## src/rtl/intel_vip_reset_sequencer.sv

```systemverilog
// rtl/intel_vip_reset_sequencer.sv - ordered reset release across downstream clock/reset domains
//
// Holds every domain reset asserted until the synchronized PLL lock has been
// stable for LOCK_FILTER cycles, then releases the domains one at a time in
// index order. The next domain is released only after the previous one has
// acknowledged and RELEASE_DELAY gap cycles have passed. A lock loss, a
// software request or an acknowledge timeout reasserts all resets.
//
// Ports:
//   clk_in        sequencer clock
//   reset_in      asynchronous active-high reset
//   pll_locked    PLL lock, asynchronous to clk_in
//   sw_reset_req  one-cycle synchronous request to restart the sequence
//   domain_ack    per-domain "out of reset" indication, asynchronous
//   reset_out     active-high domain resets, registered
//   seq_done      all domains released and acknowledged, registered
//   seq_error     acknowledge timeout occurred, registered
//   state_out     current state encoding (debug)

module intel_vip_reset_sequencer #(
    parameter int NUM_DOMAINS   = 4,
    parameter int SYNC_DEPTH    = 3,
    parameter int HOLD_CYCLES   = 4,
    parameter int LOCK_FILTER   = 8,
    parameter int RELEASE_DELAY = 16,
    parameter int ACK_TIMEOUT   = 64
) (
    input  logic                   clk_in,
    input  logic                   reset_in,
    input  logic                   pll_locked,
    input  logic                   sw_reset_req,
    input  logic [NUM_DOMAINS-1:0] domain_ack,
    output logic [NUM_DOMAINS-1:0] reset_out,
    output logic                   seq_done,
    output logic                   seq_error,
    output logic [2:0]             state_out
);

    localparam int MAX_AB  = (HOLD_CYCLES > LOCK_FILTER) ? HOLD_CYCLES : LOCK_FILTER;
    localparam int MAX_CD  = (RELEASE_DELAY > ACK_TIMEOUT) ? RELEASE_DELAY : ACK_TIMEOUT;
    localparam int MAX_CNT = (MAX_AB > MAX_CD) ? MAX_AB : MAX_CD;
    localparam int CNT_W   = (MAX_CNT > 1) ? $clog2(MAX_CNT) : 1;
    localparam int IDX_W   = (NUM_DOMAINS > 1) ? $clog2(NUM_DOMAINS) : 1;

    typedef enum logic [2:0] {
        ST_ASSERT    = 3'd0,
        ST_WAIT_LOCK = 3'd1,
        ST_RELEASE   = 3'd2,
        ST_WAIT_ACK  = 3'd3,
        ST_GAP       = 3'd4,
        ST_RUNNING   = 3'd5,
        ST_ERROR     = 3'd6
    } state_t;

    state_t                                 state;
    logic [CNT_W-1:0]                       cnt;
    logic [IDX_W-1:0]                       idx;
    logic [SYNC_DEPTH-1:0]                  locked_sync;
    logic [SYNC_DEPTH-1:0][NUM_DOMAINS-1:0] ack_sync;
    logic                                   locked_s;
    logic [NUM_DOMAINS-1:0]                 ack_s;
    logic                                   lock_lost;

    assign locked_s  = locked_sync[SYNC_DEPTH-1];
    assign ack_s     = ack_sync[SYNC_DEPTH-1];
    assign state_out = state;

    // Lock loss only matters once some domain may be (or is about to be)
    // out of reset; ERROR deliberately ignores it.
    assign lock_lost = !locked_s && (state == ST_RELEASE || state == ST_WAIT_ACK ||
                                     state == ST_GAP     || state == ST_RUNNING);

    always_ff @(posedge clk_in or posedge reset_in) begin
        if (reset_in) begin
            locked_sync <= '0;
            ack_sync    <= '0;
        end else begin
            locked_sync <= {locked_sync[SYNC_DEPTH-2:0], pll_locked};
            ack_sync    <= {ack_sync[SYNC_DEPTH-2:0], domain_ack};
        end
    end

    always_ff @(posedge clk_in or posedge reset_in) begin
        if (reset_in) begin
            state     <= ST_ASSERT;
            cnt       <= '0;
            idx       <= '0;
            reset_out <= '1;
            seq_done  <= 1'b0;
            seq_error <= 1'b0;
        end else if (sw_reset_req || lock_lost) begin
            // Entering ASSERT from anywhere, including ASSERT itself, restarts
            // the hold count.
            state     <= ST_ASSERT;
            cnt       <= '0;
            idx       <= '0;
            reset_out <= '1;
            seq_done  <= 1'b0;
            seq_error <= 1'b0;
        end else begin
            case (state)
                ST_ASSERT: begin
                    if (cnt == CNT_W'(HOLD_CYCLES - 1)) begin
                        state <= ST_WAIT_LOCK;
                        cnt   <= '0;
                    end else begin
                        cnt <= cnt + CNT_W'(1);
                    end
                end
                ST_WAIT_LOCK: begin
                    // Counter tracks consecutive locked cycles.
                    if (!locked_s) begin
                        cnt <= '0;
                    end else if (cnt == CNT_W'(LOCK_FILTER - 1)) begin
                        state <= ST_RELEASE;
                        cnt   <= '0;
                        idx   <= '0;
                    end else begin
                        cnt <= cnt + CNT_W'(1);
                    end
                end
                ST_RELEASE: begin
                    reset_out[idx] <= 1'b0;
                    state          <= ST_WAIT_ACK;
                    cnt            <= '0;
                end
                ST_WAIT_ACK: begin
                    // Ack is tested first so it wins over a coincident timeout.
                    if (ack_s[idx]) begin
                        cnt <= '0;
                        if (idx == IDX_W'(NUM_DOMAINS - 1)) begin
                            state    <= ST_RUNNING;
                            seq_done <= 1'b1;
                        end else begin
                            state <= ST_GAP;
                        end
                    end else if (cnt == CNT_W'(ACK_TIMEOUT - 1)) begin
                        state     <= ST_ERROR;
                        cnt       <= '0;
                        reset_out <= '1;
                        seq_error <= 1'b1;
                    end else begin
                        cnt <= cnt + CNT_W'(1);
                    end
                end
                ST_GAP: begin
                    if (cnt == CNT_W'(RELEASE_DELAY - 1)) begin
                        state <= ST_RELEASE;
                        cnt   <= '0;
                        idx   <= idx + IDX_W'(1);
                    end else begin
                        cnt <= cnt + CNT_W'(1);
                    end
                end
                ST_RUNNING: begin
                    seq_done  <= 1'b1;
                    reset_out <= '0;
                end
                ST_ERROR: begin
                    seq_error <= 1'b1;
                    reset_out <= '1;
                end
                default: begin
                    state     <= ST_ASSERT;
                    cnt       <= '0;
                    idx       <= '0;
                    reset_out <= '1;
                    seq_done  <= 1'b0;
                    seq_error <= 1'b0;
                end
            endcase
        end
    end

endmodule

```

## config.mk

```make
export PLATFORM = sky130hd
export DESIGN_NAME = intel_vip_reset_sequencer
export DESIGN_NICKNAME = d
export VERILOG_FILES = /design/src/rtl/intel_vip_reset_sequencer.sv
export SDC_FILE = /design/constraint.sdc
export NUM_CORES = 1
export LEC_CHECK = 0
export BUFFER_PORTS_ARGS = -buffer_cell sky130_fd_sc_hd__buf_4
export CAP_MARGIN = 10
export CORE_ASPECT_RATIO = 0.6
export CORE_MARGIN = 1.5
export CORE_UTILIZATION = 54
export CTS_BUF_LIST = sky130_fd_sc_hd__clkbuf_2 sky130_fd_sc_hd__clkbuf_4 sky130_fd_sc_hd__clkbuf_8
export CTS_CLUSTER_SIZE = 30
export DETAILED_ROUTE_END_ITERATION = 8
export GPL_ROUTABILITY_DRIVEN = 0
export PLACE_DENSITY = 0.77
export SLEW_MARGIN = 5
export SYNTH_ARGS = -nofsm -noshare
export SYNTH_HDL_FRONTEND = slang
export SYNTH_SLANG_ARGS = --single-unit
```

## constraint.sdc

```tcl
create_clock -name clk_in -period 2.1 [get_ports clk_in]
set_clock_uncertainty 0.2 [all_clocks]
set_input_delay 0.525 -clock clk_in [delete_from_list [all_inputs] [get_ports clk_in]]
set_output_delay 0.525 -clock clk_in [all_outputs]
set_load 0.02 [all_outputs]
```

Word level (Yosys, flattened, before mapping)
Index checks and enable logic that the tools add are counted.

word-level totals
  bits in registers = 32
  input port bits = 8
  logic and storage cells = 97

cells by class
  add/sub/neg operators = 2
  order comparisons = 2
  equality and inequality tests = 25
  muxes and demuxes = 38
  bitwise gates (word level) = 2
  reduce and logical (&&, ||, !) cells = 18

operator list
  kind                                                                    number
  6-bit two-way mux                                                       7
  6-bit one-hot mux with 5 select lines                                   1
  3-bit two-way mux                                                       7
  3-bit one-hot mux with 6 select lines                                   1
  4-bit one-hot mux with 4 select lines                                   1
  5-bit OR reduction                                                      3
  4-bit two-way mux                                                       3
  3-bit by 1-bit != test with 1-bit output (second input constant)        4
  3-bit != test (second input constant)                                   4
  2-bit by 1-bit != test with 1-bit output (second input constant)        5
  3-bit equality test (second input constant)                             3
  1-bit two-way mux                                                       9
  3-bit AND reduction                                                     3
  2-bit two-way mux                                                       4
  6-bit by 1-bit adder with 6-bit output (second input constant)          1
  3-bit by 2-bit equality test with 1-bit output (second input constant)  2
  6-bit by 2-bit equality test with 1-bit output (second input constant)  1
  6-bit by 3-bit equality test with 1-bit output (second input constant)  1
  6-bit by 4-bit equality test with 1-bit output (second input constant)  1
  6-bit equality test (second input constant)                             1
  1-bit one-hot mux with 3 select lines                                   2
  2-bit one-hot mux with 3 select lines                                   1
  6-bit AND reduction                                                     1
  4-bit bitwise AND                                                       1
  other kinds (16)                                                        20

Depth between registers and ports, before layout
Gate-level depths: netlist (run 1).

  word-level depth = 8
  gate-level depth with buffers = 9

Worst setup path after synthesis (run 1)
Ideal clock, no wire load.

  path type = reg-to-reg
  start = reg state[1] (netlist: state_out[1])
  end = reg cnt[5]
  data arrival time = 2105 ps
  required time = 1804 ps
  path slack = -301 ps
  cell stages (with the launch flop) = 9
  cell sequence = dfrtp_1 > clkinv_1 > ha_1 > or2b_2 > and3_1 > buf_1 > nor3_1 > a21oi_1 > o31ai_1

between the ends
  cells in the longest elaborated chain, start to end = 7
  elaborated cells on any way between the ends = 16
  those cells by class = 7 x eq/ne; 2 x mux; 7 x reduce/logical

RTL lines
  what                                                                                                   RTL line  text
  start, declared                                                                                        55        state_t state;
  start signal, assigned                                                                                 85        state <= ST_ASSERT;
  start signal, assigned                                                                                 94        state <= ST_ASSERT;
  start signal, assigned                                                                                 104       state <= ST_WAIT_LOCK;
  3-bit by 2-bit equality test with 1-bit output (on tied branches)                                      70, 101
  1-bit logical OR (2 in series)                                                                         70        assign lock_lost = !locked_s && (state == ST_RELEASE || state == ST_WAIT_ACK ||
  1-bit logical OR                                                                                       71        state == ST_GAP || state == ST_RUNNING);
  1-bit logical AND                                                                                      70
  1-bit logical OR                                                                                       91        end else if (sw_reset_req || lock_lost) begin
  2-bit by 1-bit != test with 1-bit output (no source line) / 6-bit two-way mux (equally long branches)  -
  end signal, assigned                                                                                   107       cnt <= cnt + CNT_W'(1);
  end signal, assigned                                                                                   119       cnt <= cnt + CNT_W'(1);
  end signal, assigned                                                                                   143       cnt <= cnt + CNT_W'(1);
  end, declared                                                                                          56        logic [CNT_W-1:0] cnt;

Several ways; a longest one is shown, not always the timed one.
A chain may end at the register's enable or synchronous reset.

Final worst setup path (run 1)
  start = reg idx[0]
  end = reg cnt[3]

between the ends
  cells in the longest elaborated chain, start to end = 5

RTL lines
  what                                       RTL line  text
  start, declared                            57        logic [IDX_W-1:0] idx;
  start signal, assigned                     150       idx <= idx + IDX_W'(1);
  1-bit binary-select mux with 2-bit select  129       if (ack_s[idx]) begin
  1-bit two-way mux (implied by the code)    129
  6-bit two-way mux                          129
  6-bit one-hot mux with 5 select lines      101       case (state)
  6-bit two-way mux                          91

No other way between the ends. The select of a mux whose other input is x is not followed.

==> flow_metrics.env, run 1 <==
export IMPL_final_nets=207
export IMPL_hold_viol_final=0
export IMPL_io_buffers=16
export IMPL_grt_usage_pct=25.1
export IMPL_routed_via_density=5.88
export IMPL_power_w=0.00200
export IMPL_routed_wl_um=3930
export IMPL_outcome="finished with violations"
export IMPL_die_area_mm2=0.00347
export IMPL_ys_async_sr_fraction_pct=100
export IMPL_antenna_found_initial=0
export IMPL_min_path_type="input pin to async pin"
export IMPL_grt_max_degree=33
export IMPL_mostFrequentLayoutCells="33 x buf_4, 24 x dfrtp_1, 19 x nand2_1, 10 x a21oi_1, 9 x nor2_1"
export IMPL_min_period_ps=2110
export IMPL_ys_seq_area_share_pct=47.9
export IMPL_ys_warn_count=0
export IMPL_cp_required_ps=2130
export IMPL_clock_sinks=32
export IMPL_fin_cells=235
export IMPL_crit_path_end_kind="flop"
export IMPL_multi_input_area_um2=866
export IMPL_drive_gt1_share_pct=37.3
export IMPL_max_slew_worst_pin_slew_ps=401
export IMPL_drt_iter0_drc=205
export IMPL_p_per_area_mw_per_mm2=944
export IMPL_final_util_pct=72.7
export IMPL_vias=1382
export IMPL_clock_latency_ps=290
export IMPL_antenna_left=0
export IMPL_ctsRootBufferMaster="clkbuf_8"
export IMPL_placedCellCount=221
export IMPL_ys_ff_latch=32
export IMPL_rsz0062_at_grt="true"
export IMPL_syn_nets=174
export IMPL_grt_pass1_vias=1224
export IMPL_core_mm2=0.00291
export IMPL_leakagePower_nw=0.962
export IMPL_cp_max_fo=4
export IMPL_r2r_setup_slack_ps=-10
export IMPL_cts_tree="built"
export IMPL_syn_to_final_growth_pct=25.7
export IMPL_wl_per_cell_um=16.7
export IMPL_finalMaxSlewViolations=0
export IMPL_setup_violations=2
export IMPL_grt_remaining_overflow=0
export IMPL_std_cell_rows=15
export IMPL_avgSynthCellArea_um2=10.6
export IMPL_netlist_instances=159
export IMPL_fillCellCount=202
export IMPL_fin_ws_ps=-11.2
export IMPL_synthDistinctLibCells=49
export IMPL_die_w_um=75.1
export IMPL_first_pass_iters=4
export IMPL_max_cap_viol_count=0
export IMPL_crit_path_start_kind="flop"
export IMPL_n_antenna_cell=0
export IMPL_htree_levels=2
export IMPL_clockBufferDepth=2
export IMPL_fin_crit_sh_pct=101
export IMPL_syn_area_mm2=0.00168
export IMPL_slew_headroom_pct=73.3
export IMPL_criticalPathCategory="flop to flop"
export IMPL_max_freq_mhz=474
export IMPL_setup_tns_ps=-19.6
export IMPL_cts_buffers=5
export IMPL_seq_area_um2=811
export IMPL_cts_clk_slew_worst_paths_ps=80
export IMPL_ys_flop_type="dfrtp_1"
export IMPL_max_vdd_ir_drop_mv=0.514
export IMPL_synth_edf_count=0
export IMPL_io_pins=17
export IMPL_final_common_cell="buf_4"
export IMPL_die_h_um=46.2
export IMPL_start_util_pct=57.8
export IMPL_hold_buffers=0
export IMPL_arrival_ps=2140
export IMPL_dp_hpwl_um=2790
export IMPL_drc=0
export IMPL_grt_pass1_wl_um=6150
export IMPL_violations="negative setup slack"
==> critical path, cell delays in order, from the launching register on <==
cell and delay (ps):
dfrtp_1 370, mux4_2 580, a311oi_4 370, buf_4 190, a221oi_4 50, nor4_1 200, a21o_1 110
==> stage by stage <==
step	instance area, um2	worst slack, ps	hold WS [ps]
after floorplan	1710	19.6	131
after global placement	1900	99.7	132
after detailed placement	1900	12.8	136
after CTS	2020	5.55	133
after global routing	2120	-84.0	135
final	2120	-11.2	119
==> repair_timing <==
action,4_1_cts,5_1_grt
gates resized for setup,3,8
pin swaps,1,8
setup endpoints to repair,1,14
endpoints found under the hold margin,0,0
setup buffers,0,6
==> sequential cells by signal, summed over array words and instances, names as in the netlist <==
register / cells
ack_s: 4
ack_sync: 8
cnt: 6
idx: 2
locked_sync: 3
reset_out: 4
seq_done: 1
seq_error: 1
state_out: 3
==> Yosys cell counts (3+ instances only) <==
cell type	n	area share (%)
clkbuf_1	3	0.67
nand2_1	19	4.2
ha_1	7	5.2
inv_1	6	1.3
and3_1	5	1.9
dfstp_2	4	6.2
and3_2	3	1.3
nand3_1	5	1.5
dfrtp_1	28	42
o21ai_0	8	2.4
nor3_1	4	1.2
o31ai_1	4	1.8
nor2_1	9	2.0
a21oi_1	11	3.3
a21o_1	3	1.3
==> worst paths after layout <==
| path | cells after the start | to | start |
|---|---|---|---|
| setup reg to reg | 6 | cnt[3] | idx[0] |
| hold / removal | 3 | state_out[2] | reset_in |
| hold reg to reg | 0 | ack_sync[5] | ack_sync[1] |
| max in group asynchronous | 3 | reset_out[3] | reset_in |
| setup / recovery | 6 | cnt[3] | idx[0] |
| min in group clk_in | 1 | ack_sync[0] | domain_ack[0] |
==> final cells by class <==
| class | count | area share (%) |
|---|---|---|
| clock buffer | 5 | 3.25 |
| clock inverter | 3 | 2.01 |
| inverter | 7 | 1.30 |
| multi-input combinational | 113 | 40.9 |
| sequential | 32 | 38.3 |
| tap | 42 | 2.48 |
| timing repair buffer | 33 | 11.7 |
==> where the power goes <==
| part | switching [W] | leakage [nW] | internal, W | total, W |
|---|---|---|---|---|
| sequential | 0.0000696 | 0.389 | 0.000693 | 0.000762 |
| combinational | 0.000340 | 0.519 | 0.000300 | 0.000640 |
| clock | 0.000244 | 0.0541 | 0.000351 | 0.000595 |
==> metal layers <==
metal	vias to the layer above	global-route usage (%)	wire length (um)
met5	-	0	0
met4	0	6.18	29
met3	4	7.88	391
met2	71	38.4	1840
met1	662	34.9	1660
li1	645	-	-
==> cells by family after synthesis <==
logic type	after synthesis	share of synthesized area, %
AOI/OAI and AO/OA	40	18.2
xor gates and xnor gates	1	0.521
buffers and inverters	14	4.76
muxes	3	2.53
and+or+nand+nor	62	20.9
adders and majority gates	7	5.20
DFF	32	47.9
No activity file was read; power rests on OpenSTA's default activity.
==> run 2, diff against run 1 <==
- RECOVER_POWER: not set -> 50
==> flow_metrics.env, run 2 (synthesis gave the netlist of run 1 again) <==
export IMPL_outcome="finished with violations"
export IMPL_violations="negative setup slack"
export IMPL_antenna_found_initial=0
export IMPL_slew_headroom_pct=47.4
export IMPL_rsz0062_at_grt="true"
export IMPL_die_w_um=75.1
export IMPL_seq_area_um2=811
export IMPL_final_common_cell="buf_4"
export IMPL_cts_buffers=5
export IMPL_routed_wl_um=3930
export IMPL_drive_gt1_share_pct=37.3
export IMPL_final_nets=207
export IMPL_multi_input_area_um2=866
export IMPL_finalMaxSlewViolations=0
export IMPL_cp_cell_sequence="mux4_2 -> a311oi_4 -> buf_4 -> a221oi_4 -> nor4_1 -> a21o_1"
export IMPL_grt_max_degree=33
export IMPL_fin_crit_sh_pct=100
export IMPL_arrival_ps=2140
export IMPL_leakagePower_nw=0.960
export IMPL_io_buffers=16
export IMPL_grt_usage_pct=25.1
export IMPL_io_pins=17
export IMPL_p_per_area_mw_per_mm2=946
export IMPL_fillCellCount=203
export IMPL_antenna_left=0
export IMPL_cp_required_ps=2130
export IMPL_largestRegisters="ack_sync x8, cnt x6"
export IMPL_placedCellCount=221
export IMPL_min_path_type="flop to flop"
export IMPL_std_cell_rows=15
export IMPL_ctsRootBufferMaster="clkbuf_8"
export IMPL_syn_to_final_growth_pct=25.6
export IMPL_crit_path_start_kind="flop"
export IMPL_slowest_delay_ps=580
export IMPL_htree_levels=2
export IMPL_crit_path_end_kind="flop"
export IMPL_vias=1370
export IMPL_comb_power_share_pct=32.1
export IMPL_cts_tree="built"
export IMPL_clock_latency_ps=290
export IMPL_min_period_ps=2110
export IMPL_mostFrequentLayoutCells="26 x buf_4, 24 x dfrtp_1, 19 x nand2_1, 10 x a21oi_1, 9 x nor2_1"
export IMPL_max_freq_mhz=474
export IMPL_wl_per_cell_um=16.7
export IMPL_power_w=0.00200
export IMPL_fin_cells=235
export IMPL_clock_power_share_pct=29.8
export IMPL_holdWs_ps=149
export IMPL_fin_ws_ps=-9.14
export IMPL_hold_viol_final=0
export IMPL_first_pass_iters=4
export IMPL_cp_max_fo=4
export IMPL_largest_register_ffs=8
export IMPL_max_slew_worst_pin_slew_ps=788
export IMPL_criticalPathCategory="flop to flop"
export IMPL_die_area_mm2=0.00347
export IMPL_max_vdd_ir_drop_mv=0.514
export IMPL_crit_slowest_cell="mux4_2"
export IMPL_drt_iter0_drc=205
export IMPL_clock_sinks=32
export IMPL_max_cap_viol_count=0
export IMPL_start_util_pct=57.8
export IMPL_top_register="ack_sync"
export IMPL_die_h_um=46.2
export IMPL_grt_pass1_vias=1224
export IMPL_power_share_switching_pct=32.8
export IMPL_dp_hpwl_um=2790
export IMPL_setup_violations=2
export IMPL_seqPwrFrac_pct=38.1
export IMPL_grt_remaining_overflow=0
export IMPL_clockBufferDepth=2
export IMPL_cts_clk_slew_worst_paths_ps=80
export IMPL_core_mm2=0.00291
export IMPL_p_sw_w=0.000656
export IMPL_final_util_pct=72.6
export IMPL_grt_pass1_wl_um=6150
export IMPL_cell_internal_pwr_w=0.00134
export IMPL_routed_via_density=5.83
export IMPL_setup_tns_ps=-12.6
export IMPL_n_antenna_cell=0
export IMPL_drc=0
[run 2: layer usage]
metal  GRT usage, %  up-vias  part of all wire, %
met1           34.9      661                   44
li1               -      643                    -
met3           7.88        4                  8.7
met5              0        -                    0
met4           6.18        0                 0.74
met2           38.4       62                   46
[run 2: critical path, delay by kind of cell, from the launching register on]
kind | cells | cell delay (ps)
flip-flops | 1 | 370
buffers and inverters | 1 | 180
AND/OR/NAND/NOR | 1 | 200
multiplexers | 1 | 580
AO/OA/AOI/OAI | 3 | 520
[run 2: path summary, 6_finish.rpt]
kind / start / slack [ps] / cells past startpoint / endpoint
worst max-delay path: idx[0] / -9 / 6 / cnt[3]
worst min-delay path: ack_sync[1] / 150 / 0 / ack_sync[5]
worst max register to register: idx[0] / -9 / 6 / cnt[3]
worst min register to register: ack_sync[1] / 150 / 0 / ack_sync[5]
max in group asynchronous: reset_in / 880 / 3 / state_out[0]
min in group asynchronous: reset_in / 260 / 3 / state_out[2]
[run 2: layout make-up]
cell class	count	area share (%)
Tap cell	42	2.49
Sequential cell	32	38.4
Clock inverter	3	2.01
Inverter	7	1.30
Timing Repair Buffer	33	11.6
Multi-Input combinational cell	113	41.0
Clock buffer	5	3.26
[run 2: power by group through the flow]
stage	clock network [W]	logic (W)	registers (W)
floorplan	0	0.000383	0.000775
global placement	0	0.000542	0.000760
detailed placement	0	0.000565	0.000765
CTS	0.000597	0.000571	0.000757
global route	0.000622	0.000694	0.000771
finish	0.000595	0.000641	0.000762
[run 2: through the flow]
| step | area [um2] | setup slack, ps |
|---|---|---|
| 3_5_place_dp | 1900 | 12.8 |
| 6_report | 2110 | -9.14 |
| 4_1_cts | 2020 | 5.55 |
| 3_3_place_gp | 1900 | 99.7 |
| 5_1_grt | 2110 | -84.0 |
| 2_1_floorplan | 1710 | 19.6 |
[run 2: what timing repair did]
item	in CTS	in global routing
setup endpoints to repair	1	14
gates resized for setup	3	8
endpoints found under the hold margin	0	0
hold buffers	0	0
pin swaps	1	8
setup buffers	0	6
